File: config.mk
export PLATFORM = sky130hd
export DESIGN_NAME = stream_mux2_rr
export DESIGN_NICKNAME = d
export VERILOG_FILES = /design/src/rtl/stream_mux2_rr.sv
export SDC_FILE = /design/constraint.sdc
export NUM_CORES = 1
export LEC_CHECK = 0
export ABC_AREA = 1
export ABC_CLOCK_PERIOD_IN_PS = 1000
export CELL_PAD_IN_SITES_DETAIL_PLACEMENT = 0
export CELL_PAD_IN_SITES_GLOBAL_PLACEMENT = 2
export CORE_MARGIN = 2
export CORE_UTILIZATION = 16
export CTS_CLUSTER_DIAMETER = 150
export DETAILED_ROUTE_END_ITERATION = 8
export PLACE_DENSITY_LB_ADDON = 0.25
export SKIP_LAST_GASP = 1
export SLEW_MARGIN = 10
export SYNTH_ARGS = -nofsm -noshare
export SYNTH_HDL_FRONTEND = slang
export SYNTH_SLANG_ARGS = --single-unit
File: constraint.sdc
create_clock -name clk -period 1 [get_ports clk]
set_clock_uncertainty 0.05 [all_clocks]
set_input_delay 0.15 -clock clk [delete_from_list [all_inputs] [get_ports clk]]
set_output_delay 0.15 -clock clk [all_outputs]
set_load 0.02 [all_outputs]
File: src/rtl/stream_mux2_rr.sv
// stream_mux2_rr: round-robin 2:1 valid/ready stream mux with one registered output stage.
// Define MUX_PKT_LOCK_EN to hold the grant from the first to the last beat of each packet.
module stream_mux2_rr #(
  parameter int DATA_W = 8
) (
  input  logic              clk,
  input  logic              rst_n,
  input  logic              in0_valid,
  input  logic [DATA_W-1:0] in0_data,
  input  logic              in0_last,
  output logic              in0_ready,
  input  logic              in1_valid,
  input  logic [DATA_W-1:0] in1_data,
  input  logic              in1_last,
  output logic              in1_ready,
  output logic              out_valid,
  output logic [DATA_W-1:0] out_data,
  output logic              out_last,
  output logic              out_src,
  input  logic              out_ready
);

  // Handshake: a beat moves on any edge where valid && ready are both high.
  // Ready may depend on valid, never the reverse; out_valid never drops without out_ready.
  localparam logic [1:0] ST_IDLE = 2'd0;

  logic [1:0]        lock_state;
  logic              last_grant;
  logic              load_en;
  logic              elig0;
  logic              elig1;
  logic              grant_any;
  logic              grant_sel;
  logic              accept;
  logic              acc_last;
  logic [DATA_W-1:0] acc_data;

  assign load_en = !out_valid || out_ready;

`ifdef MUX_PKT_LOCK_EN
  localparam logic [1:0] ST_LOCK0 = 2'd1;
  localparam logic [1:0] ST_LOCK1 = 2'd2;

  // While a packet is open only its own channel stays eligible.
  assign elig0 = in0_valid && (lock_state != ST_LOCK1);
  assign elig1 = in1_valid && (lock_state != ST_LOCK0);

  always_ff @(posedge clk or negedge rst_n) begin
    if (!rst_n) begin
      lock_state <= ST_IDLE;
    end else if (accept) begin
      if (acc_last) begin
        lock_state <= ST_IDLE;
      end else begin
        lock_state <= grant_sel ? ST_LOCK1 : ST_LOCK0;
      end
    end
  end
`else
  assign elig0      = in0_valid;
  assign elig1      = in1_valid;
  assign lock_state = ST_IDLE;
`endif

  // Contested cycles go to the channel that did not win last time.
  assign grant_any = elig0 || elig1;
  assign grant_sel = (elig0 && elig1) ? !last_grant : elig1;
  assign accept    = load_en && grant_any;
  assign in0_ready = accept && !grant_sel;
  assign in1_ready = accept && grant_sel;
  assign acc_data  = grant_sel ? in1_data : in0_data;
  assign acc_last  = grant_sel ? in1_last : in0_last;

  always_ff @(posedge clk or negedge rst_n) begin
    if (!rst_n) begin
      out_valid  <= 1'b0;
      out_data   <= '0;
      out_last   <= 1'b0;
      out_src    <= 1'b0;
      last_grant <= 1'b1;
    end else if (load_en) begin
      out_valid <= accept;
      if (accept) begin
        out_data   <= acc_data;
        out_last   <= acc_last;
        out_src    <= grant_sel;
        last_grant <= grant_sel;
      end
    end
  end

endmodule

==> metrics, run 1 <==
post-synthesis mux area share=0%; status=finished, violations left; Die W=65.6 um; fin crit share=137%; clk buf depth=2; antenna-violating nets left=0; PwrDens=1480 mW/mm^2; CP arrival=1.17 ns; Syn Area/Cell=~7.3 um^2; Placed Area=0.00110 mm^2; DRC Markers=0; port bufs=35; yosys warns=0; P_leak=roughly 0.00067 uW; failing checks=negative setup slack; Synth Area in Adders=0%; final wirelength=2.09 mm; vias in the first global route=640; Initial Util=16.6%; Slew Limit Headroom=82.7%; sequential area share after synthesis=about 50%; f_max=732 MHz; main area contributors after synthesis=dfrtp_1 45%, nand2_1 31%, nand3_1 7.4%; Yosys cell types=11; Hold Buf Count CTS=0; share of layout cells above drive strength 1=37.9%; nets@finish=164; Initial DRT Pass Iterations=4; Syn-to-layout area delta=114%; die area=0.00430 mm^2; largest net degree at the start of global routing=15; Final Max Slew Viols=0; Sequential Area=303 um^2; global route overflow=0; DR iter-0 viols=17; DR vias=720; H-tree Lvls=1; initial antenna violation count=0; Reg2Reg Depth=7; met2 GRT Util=15.4%; Place WS=-0.810 ns; Clk Latency, worst-skew pair=0.24 ns; Synth Area in XOR/XNOR=0%; GR Util met3=1.20%; number of diodes=0; global-route wire length before repair=slightly below 3 mm; clk slew on worst S/H paths=0.05 ns; root buf cell=clkbuf_8; largest family of logic cells by synthesized area=simple AND/OR/NAND/NOR gates; list of most frequent post-synthesis cells=50 x nand2_1, 11 x dfrtp_1, 9 x nand3_1; worst hold path type=primary input to async pin; I/O Pins=36; Placeable Area=0.00366 mm^2; routability congestion estimate from global placement=0.648; FILL cells=approximately 380; Final Critical Period=approximately 1.4 ns; Post-Syn Instances=83; Startpoint Class=register; Synth Flop Type=dfrtp_1; Layout Cells excl Fill=188; most common cell in the netlist=nand2_1; Syn Nets=106; Synth async-reset ratio=100%; top cell type by total area after synthesis=dfrtp_1; Avg WL per Cell=11.1 um; Placed Instances=172; synthesized flop and latch total=12; max_cap viols=0; worst-margin pin slew=0.260 ns; # setup viols final=15; final-report hold violation count=0; CTS tree=done; RSZ-0062 raised after global routing=yes; EDFF count, synth=0; worst ir drop on vdd=299 uV; element type at the critical path end=output pin; busiest grt layer=met2; Synth Area in Simple Gates=43.9%; WP data required=0.80 ns; Final WS setup=-0.366 ns; post-route cell area=0.00130 mm^2; Num CTS Buffers=3; area of the multi-input gates=315 um^2; number of vias per cell=3.83; Cell Area, Synth=607 um^2; Crit Path Category=register to output pin; total track usage=a little under a tenth; Die Y=65.6 um; DP Wirelength=1.40 mm; grt met1 use=11.3%; CTS sink cnt=12; Row Count=22; Compound-Gate Fraction of Synth Area=1.44%; top cell type's share of synthesized area=a little under half; maximum fanout count along the critical path=2
==> cell type report <==
| cell class | instances | share of cell area, % |
|---|---|---|
| clock buffer | 4 | 4.23 |
| inverter | 4 | 1.64 |
| multi-input combinational | 65 | 24.3 |
| sequential | 12 | 23.3 |
| tap | 48 | 4.62 |
| timing repair buffer | 54 | 41.4 |
| timing repair inverter | 1 | 0.577 |
==> state kept, by name, summed over array words and instances, names as in the netlist <==
signal and count:
out_src 1, last_grant 1, out_data 8, out_valid 1
out_last 1
==> per-layer routing <==
metal	wire (um)	vias to the layer above
met5	0	-
met4	43	0
met3	69	4
met2	1070	18
met1	897	327
li1	-	371
==> where the power goes <==
| part | switching, uW | total (uW) | internal, uW |
|---|---|---|---|
| Combinational | 364 | 763 | 399 |
| Clock | 178 | 525 | 348 |
| Sequential | 54.2 | 630 | 575 |
| Total | 596 | 1920 | 1320 |
==> kinds of logic after synthesis <==
kind of cell | count (synthesis)
AND/OR/NAND/NOR | 64
AO/OA/AOI/OAI | 1
buffers and inverters | 6
flip-flops | 12
==> critical path: stages, from the launching register on <==
cell     delay (ns)
dfstp_2        0.55
nand2_4        0.06
nand2_4        0.08
inv_4          0.04
nand2_4        0.05
inv_2          0.03
buf_6          0.12
==> what timing repair did <==
item                       in CTS  in global routing
gates cloned                    1                  1
buffers inserted                4                 10
pin swaps                       1                  0
setup endpoints to repair      25                 18
resized for setup              67                 17
==> cell usage in the layout (no fill, tap or decap) <==
master and count:
dfrtp_2 1, clkinvlp_4 2, clkbuf_16 1, dlymetal6s2s_1 1, clkbuf_8 4, clkdlybuf4s50_1 19, dfstp_2 1, nand2_4 4
inv_4 1, buf_8 1, o21ai_4 1, nand2_1 46, buf_4 13, nand2_2 4, buf_2 6, nand3_1 9
dfrtp_1 10, buf_6 8, inv_2 2, dlygate4sd2_1 2, nor2_4 1, buf_12 3
==> stage by stage <==
| stage | util [%] | total power (uW) | setup TNS [ns] | hold WS (ns) |
|---|---|---|---|---|
| floorplan | - | 930 | -0.639 | -0.196 |
| global placement | 30.1 | 1290 | -9.81 | 0.409 |
| detailed placement | 30.1 | 1290 | -10.23 | 0.421 |
| CTS | 31.7 | 1810 | -3.12 | 0.183 |
| global route | 35.5 | 2010 | -3.60 | 0.194 |
| finish | 35.5 | 1920 | -2.78 | 0.182 |
==> worst paths after layout <==
path / slack [ns] / to / from
max in group asynchronous: 0.52 / last_grant / rst_n
min in group clk: 0.37 / out_valid / out_ready
min reg2reg: 0.43 / out_data[6] / out_data[6]
max reg2reg: -0.18 / out_data[7] / last_grant
max: -0.37 / in1_ready / last_grant
min: 0.18 / out_data[6] / rst_n
Note: power is estimated with default switching activity, not from simulation.
==> run 2, diff against run 1 <==
--- a/config.mk
+++ b/config.mk
@@ -6,16 +6,16 @@
 export NUM_CORES = 1
 export LEC_CHECK = 0
 export ABC_AREA = 1
-export ABC_CLOCK_PERIOD_IN_PS = 1000
+export ABC_CLOCK_PERIOD_IN_PS = 1770
 export CELL_PAD_IN_SITES_DETAIL_PLACEMENT = 0
 export CELL_PAD_IN_SITES_GLOBAL_PLACEMENT = 2
 export CORE_MARGIN = 2
-export CORE_UTILIZATION = 16
+export CORE_UTILIZATION = 19
 export CTS_CLUSTER_DIAMETER = 150
 export DETAILED_ROUTE_END_ITERATION = 8
 export PLACE_DENSITY_LB_ADDON = 0.25
+export RECOVER_POWER = 25
 export SKIP_LAST_GASP = 1
-export SLEW_MARGIN = 10
 export SYNTH_ARGS = -nofsm -noshare
 export SYNTH_HDL_FRONTEND = slang
 export SYNTH_SLANG_ARGS = --single-unit
==> constraint.sdc (replaced) <==
create_clock -name clk -period 1.77 [get_ports clk]
set_clock_uncertainty 0.05 [all_clocks]
set_input_delay 0.2655 -clock clk [delete_from_list [all_inputs] [get_ports clk]]
set_output_delay 0.2655 -clock clk [all_outputs]
set_load 0.02 [all_outputs]
==> metrics, run 2 (synthesized netlist as in run 1, its figures left out) <==
status=finished clean; CTS sink cnt=12; maximum fanout count along the critical path=2; clk buf depth=2; Crit Path Category=register to output pin; Final Critical Period=1.66 ns; f_max=roughly 600 MHz; element type at the critical path end=output pin; Avg WL per Cell=10.3 um; P_leak=0.000552 uW; Clk Latency, worst-skew pair=0.27 ns; share of layout cells above drive strength 1=16.4%; post-route cell area=0.00109 mm^2; Placeable Area=0.00305 mm^2; max_cap viols=0; I/O Pins=36; Syn-to-layout area delta=79.2%; P_sw=290 uW; routability congestion estimate from global placement=0.660; # setup viols final=0; root buf cell=clkbuf_4; Initial Util=19.9%; clock share of power=23.6%; Die Y=60.5 um; largest net degree at the start of global routing=14; total track usage=around 11%; WP data required=around 1.5 ns; Sw Ratio=31.9%; vias in the first global route=624; DR iter-0 viols=11; Die W=60.5 um; CTS tree=done; Startpoint Class=register; sequential share of power=38.5%; Final Max Slew Viols=0; RSZ-0062 raised after global routing=no; P_int=between 600 and 700 uW; commonest non-fill, non-tap cell in the layout=nand2_1; most frequent cells in the layout=50 x nand2_1, 31 x clkdlybuf4s50_1, 11 x dfrtp_1; max reg flops=8; CP arrival=1.34 ns; global-route wire length before repair=2.80 mm; H-tree Lvls=1; DR vias=653; Row Count=20; nets@finish=152; worst hold path type=primary input to async pin; Placed Area=0.00106 mm^2; Num CTS Buffers=3; DP Wirelength=1.35 mm; Slew Limit Headroom=63.1%; DRC Markers=0; post-CTS setup buffers=0; global route overflow=0; crit path max-delay cell type=dfstp_2; utilization after layout=between 30% and 40%; Initial DRT Pass Iterations=4; crit path cell chain=nand2_2 > nand2_4 > inv_2 > nand2_2 > inv_2 > clkdlybuf4s15_1; antenna-violating nets left=0; logic gate share of total power=37.9%; final-report hold violation count=0; die area=0.00366 mm^2; port bufs=35; Hold Buf Count CTS=0; worst-margin pin slew=around 0.55 ns; clk slew on worst S/H paths=0.07 ns; initial antenna violation count=0; number of diodes=0; final wirelength=between 1.5 and 2 mm; Worst path max stage delay=0.55 ns; worst ir drop on vdd=182 uV; number of vias per cell=3.80; Most flops, register=out_data; fin crit share=93.7%; PwrDens=836 mW/mm^2
## run 2: changes by cell type in the layout (fill, tap and decap cells not counted), moves of 3 or more
cell	previous run	this run
buf_12	3	0
buf_2	6	0
buf_4	13	8
buf_6	8	0
clkbuf_4	0	3
clkbuf_8	4	1
clkdlybuf4s50_1	19	31
nand2_1	46	50
nand2_4	4	1
## run 2: power groups by stage
stage | Combinational, uW | Clock (uW) | Sequential [uW]
floorplan | 105 | 0 | 407
global placement | 353 | 0 | 355
detailed placement | 354 | 0 | 355
CTS | 350 | 225 | 350
global route | 376 | 241 | 355
finish | 345 | 215 | 350
## run 2: per-stage QoR
stage | setup WS [ns] | TNS [ns] | std cells | power [uW] | hold slack (ns)
6_report | 0.111 | 0 | 172 | 909 | 0.369
3_3_place_gp | -0.194 | -0.385 | 168 | 708 | 0.405
5_1_grt | 0.0169 | 0 | 172 | 973 | 0.392
3_5_place_dp | -0.212 | -0.420 | 168 | 709 | 0.410
2_1_floorplan | 0.356 | 0 | 83 | 512 | -0.0801
4_1_cts | 0.0208 | 0 | 172 | 926 | 0.306
## run 2: critical path: cells and delay by family (launching register included)
kind / cells / cell delay (ns)
and+or+nand+nor: 3 / 0.19
buffers and inverters: 3 / 0.34
DFF: 1 / 0.55
## run 2: cell type report
type                    count  area, um^2
flip-flops and latches     12         302
repair buffers             43         404
multi-input cells          65         275
inverters                   4        15.0
clock buffers               4        36.3
fillers                   357        1970
well taps                  44        55.1
## run 2: routing by layer
metal	track usage (%)	vias up	wire, um
met3	2.35	2	92
met5	0	-	0
met4	8.39	0	34
met2	18.6	18	864
met1	12.4	288	775
li1	-	345	-
## run 2: path summary, 6_finish.rpt
path                                 start     endpoint  slack [ns]  depth (start not counted)
worst max-delay path            last_grant    in1_ready        0.11                          6
worst min-delay path                 rst_n     out_last        0.37                          1
worst max register to register   out_valid  out_data[3]        0.51                          6
worst min register to register     out_src      out_src        0.42                          2
max in group asynchronous            rst_n   last_grant        0.93                          1
min in group clk                   out_src      out_src        0.42                          2
## run 2: repair_timing
item / in CTS / in global routing
endpoints found under the setup margin: 2 / 2
gates cloned: 0 / 0
gates resized for setup: 3 / 3
